--- src/rtl/ifc_comm_pkg.sv ---
// Shared definitions for the IFC block-write transmit path: framer states,
// default header byte, register window addresses and block command codes.
package ifc_comm_pkg;

  typedef enum logic [3:0] {
    ST_IDLE,
    ST_LOAD,
    ST_HDR,
    ST_LEN_H,
    ST_LEN_L,
    ST_DAT_H,
    ST_DAT_L,
    ST_CSUM_H,
    ST_CSUM_L,
    ST_FIN
  } tx_state_e;

  localparam logic [7:0]  HDR_BYTE_DEF  = 8'hA5;

  localparam logic [7:0]  ADDR_BLK_CMD  = 8'h40;
  localparam logic [7:0]  ADDR_CSUM     = 8'h50;
  localparam logic [7:0]  ADDR_LEN      = 8'h52;
  localparam logic [7:0]  ADDR_DATA     = 8'h54;

  localparam logic [15:0] CMD_BLK_WRITE = 16'h0105;
  localparam logic [15:0] CMD_BLK_END   = 16'h0100;

  // ceil(len/2) without overflowing when len is 16'hFFFF
  function automatic logic [15:0] words_for_len(input logic [15:0] len);
    logic [16:0] t;
    t = {1'b0, len} + 17'd1;
    return t[16:1];
  endfunction

endpackage

--- src/rtl/ifc_word_fifo.sv ---
// DEPTH x W synchronous FIFO with a registered head word; popping loads the
// next word into the head register so it is ready on the following cycle.
module ifc_word_fifo #(
  parameter int DEPTH = 8,
  parameter int W     = 16
) (
  input  logic         clk,
  input  logic         rst,
  input  logic         push,
  input  logic         pop,
  input  logic         flush,
  input  logic [W-1:0] din,
  output logic [W-1:0] dout,
  output logic         empty,
  output logic         full
);
  localparam int PW = (DEPTH > 1) ? $clog2(DEPTH) : 1;
  localparam int CW = $clog2(DEPTH + 1);

  logic [W-1:0]  mem_q [DEPTH];
  logic [W-1:0]  head_q, head_d;
  logic          head_vld_q, head_vld_d;
  logic [PW-1:0] rd_q, rd_d, wr_q, wr_d;
  logic [CW-1:0] cnt_q, cnt_d;
  logic          mem_we, pop_ok, push_ok, push_head;

  function automatic logic [PW-1:0] ptr_inc(input logic [PW-1:0] p);
    return (p == PW'(DEPTH - 1)) ? '0 : p + 1'b1;
  endfunction

  assign empty = !head_vld_q;
  assign full  = head_vld_q && (cnt_q == CW'(DEPTH - 1));
  assign dout  = head_q;

  always_comb begin
    head_d     = head_q;
    head_vld_d = head_vld_q;
    rd_d       = rd_q;
    wr_d       = wr_q;
    cnt_d      = cnt_q;
    mem_we     = 1'b0;
    pop_ok     = pop && head_vld_q;
    push_ok    = push && !full;
    // the head register takes the incoming word whenever storage is bypassable
    push_head  = push_ok && (!head_vld_q || (pop_ok && cnt_q == '0));
    if (flush) begin
      head_vld_d = 1'b0;
      rd_d       = '0;
      wr_d       = '0;
      cnt_d      = '0;
    end else begin
      if (pop_ok) begin
        if (cnt_q != '0) begin
          head_d = mem_q[rd_q];
          rd_d   = ptr_inc(rd_q);
          cnt_d  = cnt_q - CW'(1);
        end else begin
          head_vld_d = 1'b0;
        end
      end
      if (push_head) begin
        head_d     = din;
        head_vld_d = 1'b1;
      end else if (push_ok) begin
        mem_we = 1'b1;
        wr_d   = ptr_inc(wr_q);
        cnt_d  = cnt_d + CW'(1);
      end
    end
  end

  always_ff @(posedge clk or posedge rst) begin
    if (rst) begin
      head_vld_q <= 1'b0;
      rd_q       <= '0;
      wr_q       <= '0;
      cnt_q      <= '0;
    end else begin
      head_vld_q <= head_vld_d;
      rd_q       <= rd_d;
      wr_q       <= wr_d;
      cnt_q      <= cnt_d;
    end
  end

  always_ff @(posedge clk) begin
    head_q <= head_d;
    if (mem_we) mem_q[wr_q] <= din;
  end

endmodule

--- src/rtl/ifc_block_tx_framer.sv ---
// Buffers a host block write and emits HDR, LEN_H, LEN_L, payload bytes and,
// with IFC_TX_CSUM_TRAILER_EN defined, a 16-bit checksum trailer to the UART.
module ifc_block_tx_framer
  import ifc_comm_pkg::*;
#(
  parameter int         DEPTH    = 8,
  parameter logic [7:0] HDR_BYTE = HDR_BYTE_DEF
) (
  input  logic        clock_50MHz,
  input  logic        sys_rst,
  input  logic        start,
  input  logic        abort,
  input  logic        len_wr,
  input  logic [15:0] len_data,
  input  logic        wr_en,
  input  logic [15:0] wr_data,
  output logic [7:0]  tx_data,
  output logic        tx_valid,
  input  logic        tx_ready,
  output logic        busy,
  output logic        done,
  output logic        err_len,
  output logic        err_ovf,
  output logic [15:0] checksum
);
  localparam logic [15:0] MAX_LEN = 16'(2 * DEPTH);
`ifdef IFC_TX_CSUM_TRAILER_EN
  localparam tx_state_e POST_DATA = ST_CSUM_H;
`else
  localparam tx_state_e POST_DATA = ST_FIN;
`endif

  tx_state_e   state_q, state_d;
  logic [15:0] len_q, len_d;
  logic [15:0] csum_q, csum_d;
  logic [15:0] wcnt_q, wcnt_d;
  logic        err_len_q, err_len_d;
  logic        err_ovf_q, err_ovf_d;
  logic        fifo_push, fifo_pop, fifo_flush, fifo_empty, fifo_full;
  logic [15:0] fifo_dout, nwords;
  logic        xfer, last_word;

  function automatic logic [15:0] csum_add(input logic [15:0] a, input logic [15:0] b);
    return a + b;
  endfunction

  ifc_word_fifo #(.DEPTH(DEPTH), .W(16)) u_fifo (
    .clk   (clock_50MHz),
    .rst   (sys_rst),
    .push  (fifo_push),
    .pop   (fifo_pop),
    .flush (fifo_flush),
    .din   (wr_data),
    .dout  (fifo_dout),
    .empty (fifo_empty),
    .full  (fifo_full)
  );

  assign nwords    = words_for_len(len_q);
  assign xfer      = tx_valid && tx_ready;
  // wcnt counts words up while loading and back down while sending
  assign last_word = (wcnt_q == 16'd1);
  assign busy      = (state_q != ST_IDLE);
  assign done      = (state_q == ST_FIN);
  assign err_len   = err_len_q;
  assign err_ovf   = err_ovf_q;
  assign checksum  = csum_q;

  always_comb begin
    tx_data  = '0;
    tx_valid = 1'b1;
    case (state_q)
      ST_HDR:    tx_data = HDR_BYTE;
      ST_LEN_H:  tx_data = len_q[15:8];
      ST_LEN_L:  tx_data = len_q[7:0];
      ST_DAT_H:  tx_data = fifo_dout[15:8];
      ST_DAT_L:  tx_data = fifo_dout[7:0];
      ST_CSUM_H: tx_data = csum_q[15:8];
      ST_CSUM_L: tx_data = csum_q[7:0];
      default:   tx_valid = 1'b0;
    endcase
  end

  always_comb begin
    state_d    = state_q;
    len_d      = len_q;
    csum_d     = csum_q;
    wcnt_d     = wcnt_q;
    err_len_d  = err_len_q;
    err_ovf_d  = err_ovf_q;
    fifo_push  = 1'b0;
    fifo_pop   = 1'b0;
    fifo_flush = 1'b0;
    case (state_q)
      ST_IDLE: begin
        if (len_wr) begin
          if (len_data == '0 || len_data > MAX_LEN) begin
            err_len_d = 1'b1;
          end else begin
            len_d     = len_data;
            err_len_d = 1'b0;
          end
        end
        if (start && !err_len_q && len_q != '0) begin
          state_d    = ST_LOAD;
          csum_d     = '0;
          wcnt_d     = '0;
          err_ovf_d  = 1'b0;
          fifo_flush = 1'b1;
        end
      end
      ST_LOAD: begin
        if (wr_en) begin
          if (wcnt_q < nwords && !fifo_full) begin
            fifo_push = 1'b1;
            csum_d    = csum_add(csum_q, wr_data);
            wcnt_d    = wcnt_q + 16'd1;
            if (wcnt_q + 16'd1 == nwords) state_d = ST_HDR;
          end else begin
            err_ovf_d = 1'b1;
          end
        end
      end
      ST_HDR:    if (xfer) state_d = ST_LEN_H;
      ST_LEN_H:  if (xfer) state_d = ST_LEN_L;
      ST_LEN_L:  if (xfer) state_d = ST_DAT_H;
      ST_DAT_H: begin
        if (xfer) begin
          if (last_word && len_q[0]) begin
            fifo_pop = !fifo_empty;
            wcnt_d   = '0;
            state_d  = POST_DATA;
          end else begin
            state_d = ST_DAT_L;
          end
        end
      end
      ST_DAT_L: begin
        if (xfer) begin
          fifo_pop = !fifo_empty;
          wcnt_d   = wcnt_q - 16'd1;
          state_d  = last_word ? POST_DATA : ST_DAT_H;
        end
      end
      ST_CSUM_H: if (xfer) state_d = ST_CSUM_L;
      ST_CSUM_L: if (xfer) state_d = ST_FIN;
      ST_FIN:    state_d = ST_IDLE;
      default:   state_d = ST_IDLE;
    endcase
    if (wr_en && state_q != ST_IDLE && state_q != ST_LOAD) err_ovf_d = 1'b1;
    // abort overrides everything; a word arriving with it is dropped and flagged
    if (abort) begin
      state_d    = ST_IDLE;
      csum_d     = csum_q;
      wcnt_d     = '0;
      err_ovf_d  = err_ovf_q | (wr_en && state_q != ST_IDLE);
      fifo_push  = 1'b0;
      fifo_pop   = 1'b0;
      fifo_flush = 1'b1;
    end
  end

  always_ff @(posedge clock_50MHz or posedge sys_rst) begin
    if (sys_rst) begin
      state_q   <= ST_IDLE;
      len_q     <= '0;
      csum_q    <= '0;
      wcnt_q    <= '0;
      err_len_q <= 1'b0;
      err_ovf_q <= 1'b0;
    end else begin
      state_q   <= state_d;
      len_q     <= len_d;
      csum_q    <= csum_d;
      wcnt_q    <= wcnt_d;
      err_len_q <= err_len_d;
      err_ovf_q <= err_ovf_d;
    end
  end

endmodule

--- config.mk ---
export PLATFORM = sky130hd
export DESIGN_NAME = ifc_block_tx_framer
export DESIGN_NICKNAME = d
export VERILOG_FILES = /design/src/rtl/ifc_comm_pkg.sv /design/src/rtl/ifc_word_fifo.sv /design/src/rtl/ifc_block_tx_framer.sv
export SDC_FILE = /design/constraint.sdc
export NUM_CORES = 1
export LEC_CHECK = 0
export ABC_AREA = 1
export BUFFER_PORTS_ARGS = -buffer_cell sky130_fd_sc_hd__buf_2
export CAP_MARGIN = 20
export CORE_UTILIZATION = 24
export CTS_CLUSTER_DIAMETER = 80
export DETAILED_ROUTE_END_ITERATION = 8
export PLACE_DENSITY = 0.45
export SYNTH_ARGS = -nofsm -noshare
export SYNTH_HDL_FRONTEND = slang
export SYNTH_SLANG_ARGS = --single-unit
--- constraint.sdc ---
create_clock -name clock_50MHz -period 8.6 [get_ports clock_50MHz]
set_input_delay 1.72 -clock clock_50MHz [delete_from_list [all_inputs] [get_ports clock_50MHz]]
set_output_delay 1.72 -clock clock_50MHz [all_outputs]
set_load 0.01 [all_outputs]
==> flow_summary.yaml <==
clocking:
  clk_pin_slew_ps: 60
  clock_path_buffers: 3
  clock-sinks: 209
  ctsResizeCount: 0
  cts_tree: "yes"
  hold_buffers: 0
  htreeDepth: 1
  post_cts_buffers: 0
  worstSkewPairLatency_ps: 560
  cts-root-buf: "clkbuf_16"
  cts_buffers: 27
placed_design:
  io_buffers: 67
  dp_cells: 1925
  dp_hpwl_um: 26600
  place_congestion: 0.904
pwr:
  leakagePower_uw: 0.00547
  irDropWorstVdd_uv: 189
  powerDensity_nw_per_um2: 235
die:
  fp-row-count: 79
  die_h_um: 221
  core-area_um2: 46900
  dieArea_um2: 48800
  ioPinCount: 68
  start_util: 0.245
  dieWidth_um: 221
synthesis:
  synth-edff-count: 144
  synth_top_area_share: 0.376
  netlist_area_um2: 11500
  yosys-top-cells-area: "edfxtp_1, dfrtp_1, nand2_1"
  synth_largest_area_cell: "edfxtp_1"
  synth_cell_types: 52
  yosysWarningCount: 0
  synth_cells: 1284
  ys_seq_area_frac: 0.518
  synth-async-reset-ratio: 0.311
  syn_area_per_cell_um2: 8.95
  ys.flop_type: "edfxtp_1"
  synth_nets: 1367
  ys_ff_latch: 209
critical_path:
  worst_ep_required_time_ps: 6880
  crit_path_max_incr_delay_ps: 690
  end_kind: "primary output"
  worstPathMaxFanout: 9
  cpMaxStageDelayCell: "a221oi_1"
  crit_chain: "nor2_1 -> inv_1 -> nor2_1 -> nand2_1 -> o22ai_1 -> a221oi_1 -> o221ai_1 -> buf_2"
  cp-start-kind: "flop"
  crit_type: "flop to primary output"
  cpMostUsedCell: "nor2_1"
  arrival_ps: 2880
sta:
  slew_headroom: 0.383
  fmax_mhz: 218
  layout_min_cycle_time_ps: 4600
  worstMarginPinSlew_ps: 925
  fin_setup_tns_ps: 0
  hold_violations: 0
  finalCritPeriodShare: 0.534
  clock_skew_ps: 16.0
  rsz0062_at_grt: "false"
  final-setup-viol-count: 0
  maxSlewViolCount: 0
layout:
  mostFrequentLayoutCells: "nand2_1, nor2_1, edfxtp_1"
  diodes: 0
  nFillCells: 4980
  syn_to_final_growth_pct: 16.5
  nets: 1432
  drive_above_1_share: 0.125
  fin_cells: 1976
  layout_commonest_cell: "nand2_1"
routing:
  vias_per_cell: 4.79
  finalWirelength_um: 36000
  drt-initial-drc-count: 644
  drc_errors: 4
  num_vias: 9473
  wl_per_cell_um: 18.2
  ant_nets: 0
  dr.pass1.iters: 7
status:
  violations: "DRC"
  status: "finished, violations left"
global_route:
  antenna_found_initial: 2
  grt_max_degree: 67
  grt_pass1_wl_um: 55700
  grt-ovfl-total: 0
  grtUsageTotal: 0.146
  grt_pass1_vias: 9206
flow_run:
  max_cap_viol_count: 0
min_path:
  hold_class: "flop to flop"
final cells by class:
cell class	instances	area, um^2	area share
clock buffer	29	683	0.0510
clock inverter	20	151	0.0113
inverter	116	438	0.0327
multi-input combinational	913	4930	0.368
sequential	209	5950	0.444
tap	607	759	0.0567
timing repair buffer	82	482	0.0360
through the flow:
| stage | cell area, um^2 | hold WS [ps] | total power, uW | setup WS, ps | utilization |
|---|---|---|---|---|---|
| after floorplan | 11500 | 507 | 1800 | 4290 | - |
| after global placement | 12500 | 556 | 2110 | 3700 | 0.267 |
| after detailed placement | 12500 | 560 | 2110 | 4070 | 0.267 |
| after CTS | 13400 | 575 | 3170 | 4010 | 0.285 |
| after global routing | 13400 | 613 | 3320 | 3670 | 0.286 |
| final | 13400 | 570 | 3140 | 4000 | 0.286 |
registers in the layout (all words and copies together) (netlist names):
name	count
err_len	1
u_fifo.wr_q	3
u_fifo.rd_q	3
len_q	16
u_fifo.cnt_q	4
state_q	4
err_ovf	1
u_fifo.head_vld_q	1
wcnt_q	16
u_fifo.dout	16
u_fifo.mem_q	128
checksum	16
Yosys cell counts (20+ instances only):
| cell | number |
|---|---|
| nor3_1 | 22 |
| dfrtp_1 | 65 |
| clkbuf_1 | 26 |
| ha_1 | 43 |
| o221ai_1 | 20 |
| o22ai_1 | 45 |
| nand4_1 | 21 |
| edfxtp_1 | 144 |
| a21oi_1 | 53 |
| nand2_1 | 236 |
| nand3_1 | 66 |
| inv_1 | 107 |
| o21ai_0 | 118 |
| nor2_1 | 169 |
| o21ai_1 | 25 |
metal layers:
layer / track usage / part of all wire / up-vias
met4: 0.0323 / 0.022 / 0
met2: 0.228 / 0.44 / 203
met5: 0 / 0 / -
met1: 0.208 / 0.49 / 4571
li1: - / - / 4645
met3: 0.0305 / 0.053 / 54
critical path: cells and delay by family (launching register included):
| kind | cells | cell delay (ps) |
|---|---|---|
| AO/OA/AOI/OAI | 3 | 1070 |
| AND/OR/NAND/NOR | 3 | 420 |
| flip-flops | 1 | 510 |
| buffers and inverters | 2 | 310 |
path summary, 6_finish.rpt:
path,slack [ps],from,to,cells after the start
worst min-delay path,570,len_q[1],len_q[1],1
min in group asynchronous,1400,sys_rst,err_len,3
worst max-delay path,4000,state_q[0],tx_data[6],8
max in group asynchronous,6510,sys_rst,u_fifo.rd_q[0],3
worst max register to register,4050,len_q[0],u_fifo.mem_q[7][13],16
worst min register to register,570,len_q[1],len_q[1],1
report_power, final:
part | switching (uW) | leakage (uW) | total, uW | internal (uW)
Combinational | 587 | 0.00295 | 875 | 287
Clock | 467 | 0.000404 | 1050 | 585
Sequential | 75.9 | 0.00212 | 1220 | 1140
Total | 1130 | 0.00547 | 3140 | 2010
cells by family (layout without fill, tap and decap cells):
family / Yosys count / after routing / synth area share
and+or+nand+nor: 548 / 548 / 0.206
AOI/OAI and AO/OA: 290 / 290 / 0.146
xor gates and xnor gates: 27 / 27 / 0.0206
adders and majority gates: 44 / 44 / 0.0485
DFF: 209 / 209 / 0.518
muxes: 4 / 4 / 0.00392
buffers and inverters: 162 / 247 / 0.0570
(Power assumes the default switching activity.)
